**src/rtl/io_input_handshake.sv**
```systemverilog
// IN-instruction front end: synchronizes switches and Enter, debounces Enter,
// and holds the core in stall until a fresh press latches the switch word.
module io_input_handshake #(
    parameter int DATA_W          = 17,
    parameter int SYNC_STAGES     = 2,
    parameter int DEBOUNCE_CYCLES = 50000
) (
    input  logic              clock,
    input  logic              reset,
    input  logic              In,
    input  logic [DATA_W-1:0] switches,
    input  logic              enter_btn,
    output logic [DATA_W-1:0] inputFPGA,
    output logic              stall,
    output logic              in_valid
);

    localparam int CNT_W = $clog2(DEBOUNCE_CYCLES);
    localparam logic [CNT_W-1:0] CNT_LAST = CNT_W'(DEBOUNCE_CYCLES - 1);

    typedef enum logic [1:0] {
        IDLE    = 2'd0,
        ARMED   = 2'd1,
        GRANT   = 2'd2,
        RELEASE = 2'd3
    } state_t;

    logic [SYNC_STAGES-1:0][DATA_W-1:0] sw_sync;
    logic [SYNC_STAGES-1:0]             en_sync;
    logic [DATA_W-1:0]                  sw_s;
    logic                               en_s;
    logic                               enter_db;
    logic                               enter_db_q;
    logic [CNT_W-1:0]                   db_cnt;
    logic                               press;
    state_t                             state;

    assign sw_s  = sw_sync[SYNC_STAGES-1];
    assign en_s  = en_sync[SYNC_STAGES-1];
    assign press = enter_db & ~enter_db_q;

    // Index 0 takes the raw pin; the highest index is the synchronized copy.
    always_ff @(posedge clock) begin
        if (reset) begin
            sw_sync <= '0;
            en_sync <= '0;
        end else begin
            sw_sync <= {sw_sync[SYNC_STAGES-2:0], switches};
            en_sync <= {en_sync[SYNC_STAGES-2:0], enter_btn};
        end
    end

    // enter_db only moves after en_s has disagreed with it for a full window.
    always_ff @(posedge clock) begin
        if (reset) begin
            enter_db   <= 1'b0;
            enter_db_q <= 1'b0;
            db_cnt     <= '0;
        end else begin
            enter_db_q <= enter_db;
            if (en_s == enter_db) begin
                db_cnt <= '0;
            end else if (db_cnt == CNT_LAST) begin
                enter_db <= en_s;
                db_cnt   <= '0;
            end else begin
                db_cnt <= db_cnt + CNT_W'(1);
            end
        end
    end

    always_ff @(posedge clock) begin
        if (reset) begin
            state     <= IDLE;
            inputFPGA <= '0;
        end else begin
            case (state)
                IDLE:    if (In) state <= ARMED;
                ARMED: begin
                    if (!In) begin
                        state <= IDLE;
                    end else if (press) begin
                        inputFPGA <= sw_s;
                        state     <= GRANT;
                    end
                end
                GRANT:   state <= RELEASE;
                // Waiting for Enter to drop forces every IN to see its own press.
                RELEASE: if (!enter_db) state <= IDLE;
                default: state <= IDLE;
            endcase
        end
    end

    assign stall    = (state == ARMED) | ((state == RELEASE) & In);
    assign in_valid = (state == GRANT);

endmodule

```
**config.mk**
```make
export PLATFORM = sky130hd
export DESIGN_NAME = io_input_handshake
export DESIGN_NICKNAME = d
export VERILOG_FILES = /design/src/rtl/io_input_handshake.sv
export SDC_FILE = /design/constraint.sdc
export NUM_CORES = 1
export LEC_CHECK = 0
export BUFFER_PORTS_ARGS = -buffer_cell sky130_fd_sc_hd__buf_4
export CAP_MARGIN = 20
export CORE_MARGIN = 5
export CORE_UTILIZATION = 49
export DETAILED_ROUTE_END_ITERATION = 12
export GPL_TIMING_DRIVEN = 0
export MAX_ROUTING_LAYER = met4
export PLACE_DENSITY = 0.75
export SYNTH_ARGS = -nofsm -noshare
export SYNTH_HDL_FRONTEND = slang
export SYNTH_SLANG_ARGS = --single-unit
```
**constraint.sdc**
```tcl
create_clock -name clock -period 1.45 [get_ports clock]
set_input_delay 0.0725 -clock clock [delete_from_list [all_inputs] [get_ports clock]]
set_output_delay 0.0725 -clock clock [all_outputs]
set_load 0.03 [all_outputs]
```
==> summary.md, run 1 <==
| Metric | Value |
|---|---|
| Post-synthesis register bit count | 73 |
| Most frequent cells in the layout | dfxtp_1, buf_4, nor2b_1, nor2_1 |
| Power after layout | 3.66 mW |
| WL final | 4.45 mm |
| Nets@finish | about 320 |
| R2r worst-path depth | 6 |
| Most common cell after layout, fill and taps aside | dfxtp_1 |
| DR DRC count | 0 |
| CTS sink cnt | 73 |
| Die width | between 80 and 90 um |
| I/O Buffers | 39 |
| Routed length per placed instance | around 12 um |
| Top cells by area, synth | dfxtp_1, nor2b_1, mux2i_1 |
| RSZ-0062 raised after global routing | no |
| Hold Crit Depth | 3 |
| Max clock buf depth | 2 |
| Critical Path End Type | flip-flop |
| Worst Max-Slew Pin Slew | roughly 0.48 ns |
| CP max-delay cell | dfxtp_4 |
| Via count | 1720 |
| Core area | roughly 0.0051 mm2 |
| Buf/Inv on CP | 1 |
| First-pass GRT wire length | 7.51 mm |
| Final slew viol count | 0 |
| Post-route ant nets | 0 |
| Initial antenna violation count | 0 |
| Die Y | ~82 um |
| Max Cap Violations | 0 |
| Hold/Removal Path Class | in -> reg |
| Clk_skew | 0.00530 ns |
| Synth cell types | 33 |
| Period utilisation layout | approximately 94% |
| Pre-CTS setup slack | -0.114 ns |
| Normalized max-slew margin | roughly two thirds |
| CP max FO | 10 |
| Row count | 26 |
| Synth area leader | dfxtp_1 |
| Pin count of the biggest net entering global routing | 14 |
| Final hold violation count | 0 |
| P_leak | 1.26 nW |
| Layout overhead on the synthesized area | 32.1% |
| Layout cells sized above 1 | 25.4% |
| Vias per cell | 4.56 |
| CTS tree | built |
| Fill cells | 412 |
| CTS H-tree lvls | 3 |
| Number of global-route vias before repair | around 1700 |
| Setup CP Type | reg -> reg |
| Fmax | 0.733 GHz |
| Tmin final | between 1 and 1.5 ns |
| ANT cells | 0 |
| Initial Util | 50.0% |
| Latest clock arrival within the worst-skew pair | 0.34 ns |
| Critical path's largest stage delay | 0.39 ns |
| CP Depth | 6 |
| Synth Area per Inst | 11.0 um2 |
| Final setup violation count | 0 |
| Post-Syn Nets | 253 |
| PwrDens | 1090 mW/mm2 |
| Hpwl dp | 2.84 mm |
| Status | complete, no violations |
| Die Area | 0.00672 mm2 |
| Root buf cell | clkbuf_8 |
| Drt pass-1 iters | 4 |
| Seq/Total Area, Yosys | 57.6% |
| Final worst setup slack | 0.0862 ns |
| WP data arrival | 1.60 ns |
| GRT Total Usage | 15.5% |
| Worst path required time | 1.68 ns |
| Drt initial violations | 48 |
| Worst-path clk slew | 0.08 ns |
| GRT overflow | 0 |
| Post-Syn Area | 0.00254 mm2 |
| Post-synthesis cell count | 231 |
| Worst-path cell chain | ha_4 -> and3_2 -> nand4_1 -> nand2_2 -> buf_6 -> nor2_1 |
| I/O pins | 40 |
| Warnings from Yosys | 0 |
| Startpoint types | flip-flop |
| Yosys top cell area share | 57.6% |
| Largest delay share family, worst path | simple AND/OR/NAND/NOR gates |
| RD Place Congestion | between 0.7 and 0.8 |
| Peak VDD IR | a little under 0.0009 V |
| Cts bufs inserted | 9 |
-- kinds of logic after synthesis --
kind of cell,after synthesis,synth area share (%)
buffers and inverters,12,3.01
XOR/XNOR,15,5.18
multiplexers,18,7.10
AND/OR/NAND/NOR,108,25.7
adder cells (fa/ha/maj),1,0.493
AO/OA/AOI/OAI,4,0.986
flip-flops,73,57.6
-- sequential cells by signal, summed over array words and instances, names as in the netlist, named ones only --
name,count
db_cnt,16
en_sync,2
enter_db,1
enter_db_q,1
inputFPGA,17
state,1
sw_s,17
sw_sync,17
-- synth_stat cells --
library cell and n:
dfxtp_1 73, nor2b_1 39, nor2_1 35, mux2i_1 18, xnor2_1 14, clkbuf_1 5, nand2_1 5, nor3_1 5
nor4_2 5, inv_1 3, nand3_1 3, nand4_1 3, a21oi_1 2, buf_6 2, a211oi_1 1, a21boi_0 1
and2b_1 1, and3_1 1, and3_2 1, and4b_1 1, and4bb_1 1, buf_1 1, buf_12 1, ha_1 1
nand2_2 1, nand3_2 1, nand3_4 1, nand4_2 1, nand4_4 1, nor2_2 1, nor4b_1 1, nor4bb_1 1
xor2_1 1
-- metal layers --
metal,GRT usage (%),vias to the layer above,wire length (um)
met5,-,-,0
met4,5.98,0,56
met3,6.58,6,191
met1,17.6,779,1990
li1,-,899,-
met2,24.3,36,2210
-- final timing paths --
check / startpoint / to / slack (ns)
setup reg to reg: db_cnt[0]$_SDFF_PP0_ / db_cnt[4]$_SDFF_PP0_ / 0.09
setup / recovery: db_cnt[0]$_SDFF_PP0_ / db_cnt[4]$_SDFF_PP0_ / 0.09
hold reg to reg: sw_sync[3]$_SDFF_PP0_ / sw_s[3]$_SDFF_PP0_ / 0.44
hold / removal: In / flip-flop / 0.06
-- tightest hold or removal path, cell delays in order --
cell,delay [ns]
buf_4,0.10
a21oi_1,0.06
nor3_1,0.12
-- what timing repair did --
| item | in CTS | in global routing |
|---|---|---|
| hold endpoints to repair | 18 | 0 |
| hold buffers | 18 | 0 |
| setup buffers | 1 | 2 |
| gates resized for setup | 4 | 6 |
| pin swaps | 1 | 2 |
| endpoints found under the setup margin | 12 | 24 |
-- layout make-up --
cell class / instances / area (um2) / share of cell area (%)
plain buffers: 9 / 65.1 / 1.94
clock buffers: 11 / 141 / 4.22
clock inverters: 5 / 40.0 / 1.19
inverters: 3 / 11.3 / 0.336
multi-input cells: 146 / 1030 / 30.7
flip-flops and latches: 73 / 1470 / 43.9
well taps: 70 / 87.6 / 2.61
repair buffers: 60 / 508 / 15.1
-- where the power goes --
| group | switching, mW | internal [mW] |
|---|---|---|
| sequential | 0.0140 | 2.05 |
| clock | 0.744 | 0.676 |
| combinational | 0.0693 | 0.106 |
| total | 0.828 | 2.83 |
-- through the flow --
| stage | hold slack, ns | utilization (%) | instance area [um2] | cells | setup TNS, ns |
|---|---|---|---|---|---|
| after floorplan | 0.201 | - | 2540 | 231 | 0 |
| after global placement | 0.282 | 57.5 | 2920 | 340 | -1.16 |
| after detailed placement | 0.288 | 57.5 | 2920 | 340 | -1.26 |
| after CTS | 0.0364 | 65.2 | 3310 | 375 | 0 |
| after global routing | 0.0832 | 66.1 | 3350 | 377 | 0 |
| final | 0.0571 | 66.1 | 3350 | 377 | 0 |
Note: power is estimated with default switching activity, not from simulation.
==> inputs of run 2 (changes only) <==
Settings changed: CORE_UTILIZATION 49 to 35, PLACE_DENSITY 0.75 to 0.58.
==> summary.md, run 2 (synthesis results as in run 1) <==
| Metric | Value |
|---|---|
| Hold/Removal Path Class | in -> reg |
| RD Place Congestion | 0.775 |
| Pin count of the biggest net entering global routing | 13 |
| R2r worst-path depth | 5 |
| First-pass GRT wire length | 7.88 mm |
| Flop pwr share | 50.5% |
| Die Area | 0.00906 mm2 |
| Layout cells sized above 1 | 27.2% |
| Die Y | 95.2 um |
| Worst-path clk slew | roughly 0.070 ns |
| Routed length per placed instance | 11.8 um |
| Status | complete, no violations |
| RSZ-0062 raised after global routing | yes |
| Nets@finish | 326 |
| R2R Path End | db_cnt[14]$_SDFF_PP0_ |
| Row count | 31 |
| Normalized max-slew margin | between 60% and 70% |
| GR Layer Usage met3 | under 10% |
| Via count | 1737 |
| Drt pass-1 iters | 4 |
| Top Usage Layer GRT | met2 |
| FF-to-FF setup slack | roughly 0.08 ns |
| CTS sink cnt | 73 |
| Initial antenna violation count | 0 |
| Max clock buf depth | 2 |
| TNS Setup | 0 ns |
| P_leak | 1.33 nW |
| Worst path required time | ~1.7 ns |
| Cts bufs inserted | 9 |
| Critical path's largest stage delay | around 0.38 ns |
| Clk_skew | 0.00673 ns |
| ANT cells | 0 |
| Initial Util | 35.4% |
| Period utilisation layout | 94.6% |
| Peak VDD IR | 0.000603 V |
| Latest clock arrival within the worst-skew pair | 0.34 ns |
| Most frequent cells in the layout | dfxtp_1, buf_4, nor2b_1, nor2_1, dlygate4sd3_1 |
| CTS tree | built |
| WL final | just under 5 mm |
| Core area | 0.00718 mm2 |
| Number of global-route vias before repair | 1678 |
| CP max-delay cell | dfxtp_4 |
| Worst-path cell chain | ha_4 -> nand4_2 -> nor4_2 -> xnor2_1 -> nor2_2 |
| Final setup violation count | 0 |
| Most common cell after layout, fill and taps aside | dfxtp_1 |
| I/O pins | 40 |
| Worst setup path start | db_cnt[0]$_SDFF_PP0_ |
| Met1 Use GR | between 10 and 15% |
| Fmax | 0.729 GHz |
| Switching Share | slightly below 20% |
| Hold WS | 0.0590 ns |
| PwrDens | 1170 mW/mm2 |
| GRT Total Usage | approximately an eighth |
| Drt initial violations | between 50 and 60 |
| I/O Buffers | 39 |
| Layout overhead on the synthesized area | 37.4% |
| Root buf cell | clkbuf_8 |
| Critical Path End Type | flip-flop |
| Max Cap Violations | 0 |
| Worst setup path endpoint | db_cnt[14]$_SDFF_PP0_ |
| Clk pwr share | 45.1% |
| Internal power | 3.30 mW |
| Tmin final | 1.37 ns |
| Grt met2 use | 18.4% |
| Switching Power | 786 uW |
| Post-route ant nets | 0 |
| Final slew viol count | 0 |
| Final hold violation count | 0 |
| Logic pwr share | under 10% |
| Setup CP Type | reg -> reg |
| Startpoint types | flip-flop |
| Reg2Reg Launch Point | db_cnt[0]$_SDFF_PP0_ |
| DR DRC count | 0 |
| CTS H-tree lvls | 3 |
| GRT overflow | 0 |
| Die width | 95.2 um |
| WP data arrival | 1.60 ns |
| CP max FO | 5 |
| Hpwl dp | 3.12 mm |
| Vias per cell | 4.26 |
| Worst Max-Slew Pin Slew | 0.519 ns |
## run 2: cell count changes in the layout (fill, tap and decap cells not counted), sizes merged
cell,previous run,this run
buf,46,47
bufinv,0,3
clkbuf,16,17
clkinv,1,2
clkinvlp,3,0
inv,4,3
## run 2: how the worst min path moves through the flow
stage          slack (ns)                      to  depth (start not counted)          from
3_3_place_gp         0.28  sw_sync[14]$_SDFF_PP0_                          2  switches[14]
3_5_place_dp         0.29  sw_sync[10]$_SDFF_PP0_                          2  switches[10]
6_report             0.06               flip-flop                          3            In
5_1_grt              0.07               flip-flop                          3            In
4_1_cts              0.06               flip-flop                          3            In
2_1_floorplan        0.20   en_sync[0]$_SDFF_PP0_                          1     enter_btn
## run 2: layout make-up
type                    count  area [um2]
plain buffers               9        65.1
clock buffers              11         131
clock inverters             5         104
fillers                   677        3690
inverters                   3        11.3
multi-input cells         146        1040
flip-flops and latches     73        1480
well taps                  99         124
repair buffers             62         541
## run 2: repair_timing
item,CTS,global route
hold endpoints to repair,18,0
setup endpoints to repair,20,28
gates resized for setup,5,11
setup buffers,2,2
hold buffers,18,0
gates cloned,0,1
pin swaps,2,5
## run 2: per-stage QoR
stage / total power [mW] / util (%) / instances / area [um2] / setup WS, ns
2_1_floorplan: 2.18 / - / 231 / 2540 / 0.0758
3_3_place_gp: 2.25 / 41.2 / 369 / 2960 / -0.133
3_5_place_dp: 2.25 / 41.2 / 369 / 2960 / -0.141
4_1_cts: 4.14 / 47.6 / 405 / 3420 / 0.0118
5_1_grt: 4.24 / 48.6 / 408 / 3490 / -0.0207
6_report: 4.09 / 48.6 / 408 / 3490 / 0.0789
## run 2: power groups by stage
stage / Clock (mW) / Combinational [mW] / Sequential (mW)
global route: 1.97 / 0.200 / 2.07
detailed placement: 0 / 0.138 / 2.11
global placement: 0 / 0.136 / 2.11
floorplan: 0 / 0.0722 / 2.11
CTS: 1.89 / 0.178 / 2.07
finish: 1.84 / 0.181 / 2.07
## run 2: critical path, delay by kind of cell (launching register included)
kind,cells,cell delay [ns]
xor gates and xnor gates,1,0.17
adders and majority gates,1,0.15
DFF,1,0.38
and+or+nand+nor,3,0.57
## run 2: routing by layer
metal  share of wire [%]  routed length, um
met5                   0                  0
met4                 2.9                140
met3                 2.8                136
met2                  49               2370
met1                  45               2160
==> inputs of run 3 (changes only) <==
--- a/config.mk
+++ b/config.mk
@@ -12,5 +12,4 @@
 export DETAILED_ROUTE_END_ITERATION = 12
 export GPL_TIMING_DRIVEN = 0
-export MAX_ROUTING_LAYER = met4
 export PLACE_DENSITY = 0.58
 export SYNTH_ARGS = -nofsm -noshare
==> constraint.sdc (replaced) <==
create_clock -name clock -period 1.45 [get_ports clock]
set_input_delay 0.29 -clock clock [delete_from_list [all_inputs] [get_ports clock]]
set_output_delay 0.29 -clock clock [all_outputs]
set_load 0.03 [all_outputs]
==> summary.md, run 3 (synthesis results as in run 1) <==
| Metric | Value |
|---|---|
| Status | complete, no violations |
| WL final | 4.59 mm |
| Number of global-route vias before repair | approximately 1600 |
| PwrDens | about 1200 mW/mm2 |
| Layout overhead on the synthesized area | 30.0% |
| Critical path's largest stage delay | 0.38 ns |
| CP max-delay cell | dfxtp_4 |
| Largest delay share family, worst path | simple AND/OR/NAND/NOR gates |
| Max Cap Violations | 0 |
| P_leak | 1.24 nW |
| Die width | 95.2 um |
| Peak VDD IR | roughly 0.0006 V |
| Root buf cell | clkbuf_8 |
| CTS H-tree lvls | 3 |
| Setup CP Type | reg -> reg |
| Core area | between 0.007 and 0.008 mm2 |
| First-pass GRT wire length | 7.51 mm |
| R2r worst-path depth | 5 |
| Hold Crit Depth | 2 |
| ANT cells | 0 |
| Nets@finish | 307 |
| Worst-path clk slew | 0.07 ns |
| Reg2Reg Launch Point | db_cnt[0]$_SDFF_PP0_ |
| Hold-fix buffers, CTS | 0 |
| Fill cells | about 700 |
| RSZ-0062 raised after global routing | yes |
| Clk_skew | 0.00597 ns |
| TNS Setup | 0 ns |
| Buf/Inv on CP | 0 |
| RD Place Congestion | 0.765 |
| R2R Path End | db_cnt[14]$_SDFF_PP0_ |
| Normalized max-slew margin | 66.8% |
| Period utilisation layout | 94.9% |
| Vias per cell | about 4.3 |
| Power after layout | 4.04 mW |
| Hold/Removal Path Class | in -> reg |
| I/O Buffers | 39 |
| DR DRC count | 0 |
| Post-route ant nets | 0 |
| Initial Util | 35.4% |
| Final worst setup slack | 0.0739 ns |
| Layout cells sized above 1 | between 20 and 30% |
| Tmin final | 1.38 ns |
| Routed length per placed instance | 11.8 um |
| Startpoint types | flip-flop |
| Final slew viol count | 0 |
| Worst-path cell chain | ha_4 -> nand4_2 -> nor4_2 -> xnor2_1 -> nor2_2 |
| FF-to-FF setup slack | around 0.074 ns |
| Die Area | 0.00906 mm2 |
| Cts bufs inserted | 9 |
| Worst Max-Slew Pin Slew | 0.498 ns |
| I/O pins | 40 |
| Pre-CTS setup slack | -0.141 ns |
| Drt pass-1 iters | 4 |
| Pin count of the biggest net entering global routing | 13 |
| Fmax | just over 0.7 GHz |
| Row count | 31 |
| Initial antenna violation count | 0 |
| Hpwl dp | 3.12 mm |
| CTS tree | built |
| CTS sink cnt | 73 |
| Final setup violation count | 0 |
| GRT Total Usage | ~11% |
| Final hold violation count | 0 |
| Hold endpoint | sw_sync[12]$_SDFF_PP0_ |
| Via count | 1669 |
| Most frequent cells in the layout | dfxtp_1, buf_4, nor2b_1, nor2_1, mux2i_1 |
| Design area | about 0.0033 mm2 |
| Drt initial violations | 61 |
| Critical Path End Type | flip-flop |
| Placed cell areas | 0.00296 mm2 |
| Latest clock arrival within the worst-skew pair | roughly 0.33 ns |
| Max clock buf depth | 2 |
| Most common cell after layout, fill and taps aside | dfxtp_1 |
| Min-delay src | switches[12] |
| Worst path required time | 1.68 ns |
| CP max FO | 5 |
| GRT overflow | 0 |
| Die Y | 95.2 um |
| WP data arrival | 1.60 ns |
==> run 3: metrics by stage <==
| step | utilization (%) | instances | hold WS, ns |
|---|---|---|---|
| 2_1_floorplan | - | 231 | 0.414 |
| 3_3_place_gp | 41.2 | 369 | 0.417 |
| 3_5_place_dp | 41.2 | 369 | 0.420 |
| 4_1_cts | 45.1 | 387 | 0.146 |
| 5_1_grt | 46.0 | 389 | 0.147 |
| 6_report | 46.0 | 389 | 0.162 |
==> run 3: metal layers <==
| layer | vias to the layer above | routed length, um | global-route usage [%] |
|---|---|---|---|
| met5 | - | 0 | 0 |
| met4 | 0 | 109 | 6.49 |
| met3 | 10 | 197 | 3.87 |
| met2 | 27 | 2230 | 17.1 |
| met1 | 769 | 2050 | 13.1 |
| li1 | 863 | - | - |
==> run 3: how the worst max path moves through the flow <==
| stage | from | to | slack (ns) | cells after the start |
|---|---|---|---|---|
| floorplan | db_cnt[0]$_SDFF_PP0_ | db_cnt[14]$_SDFF_PP0_ | 0.08 | 5 |
| global placement | db_cnt[0]$_SDFF_PP0_ | db_cnt[8]$_SDFF_PP0_ | -0.13 | 6 |
| detailed placement | db_cnt[0]$_SDFF_PP0_ | db_cnt[15]$_SDFF_PP0_ | -0.14 | 6 |
| CTS | db_cnt[10]$_SDFF_PP0_ | db_cnt[15]$_SDFF_PP0_ | 0.01 | 5 |
| global route | state[0]$_SDFFE_PP0P_ | inputFPGA[8]$_SDFFE_PP0P_ | -0.03 | 6 |
| finish | db_cnt[0]$_SDFF_PP0_ | db_cnt[14]$_SDFF_PP0_ | 0.07 | 5 |
==> run 3: worst register-to-register path, cell delays in order, from the launching register on <==
cell and delay [ns]:
dfxtp_4 0.38, ha_4 0.15, nand4_2 0.19, nor4_2 0.35
xnor2_1 0.17, nor2_2 0.04
==> run 3: report_power, final <==
part           switching (mW)  leakage [nW]  internal, mW
registers              0.0142         0.601          2.05
clock network           0.697         0.118          1.14
logic                  0.0614         0.527        0.0753
==> run 3: cell type report <==
class | instances | area (um2) | area share, %
buffer | 9 | 65.1 | 1.97
clock buffer | 11 | 131 | 3.98
clock inverter | 5 | 104 | 3.15
inverter | 3 | 11.3 | 0.341
multi-input combinational | 146 | 1040 | 31.4
sequential | 73 | 1480 | 44.7
tap | 99 | 124 | 3.75
timing repair buffer | 43 | 353 | 10.7
==> run 3: what timing repair did <==
item                                    4_1_cts  5_1_grt
endpoints found under the setup margin       20       29
resized for setup                             5       11
cloned                                        0        1
setup buffers                                 2        1
pin swaps                                     2        5
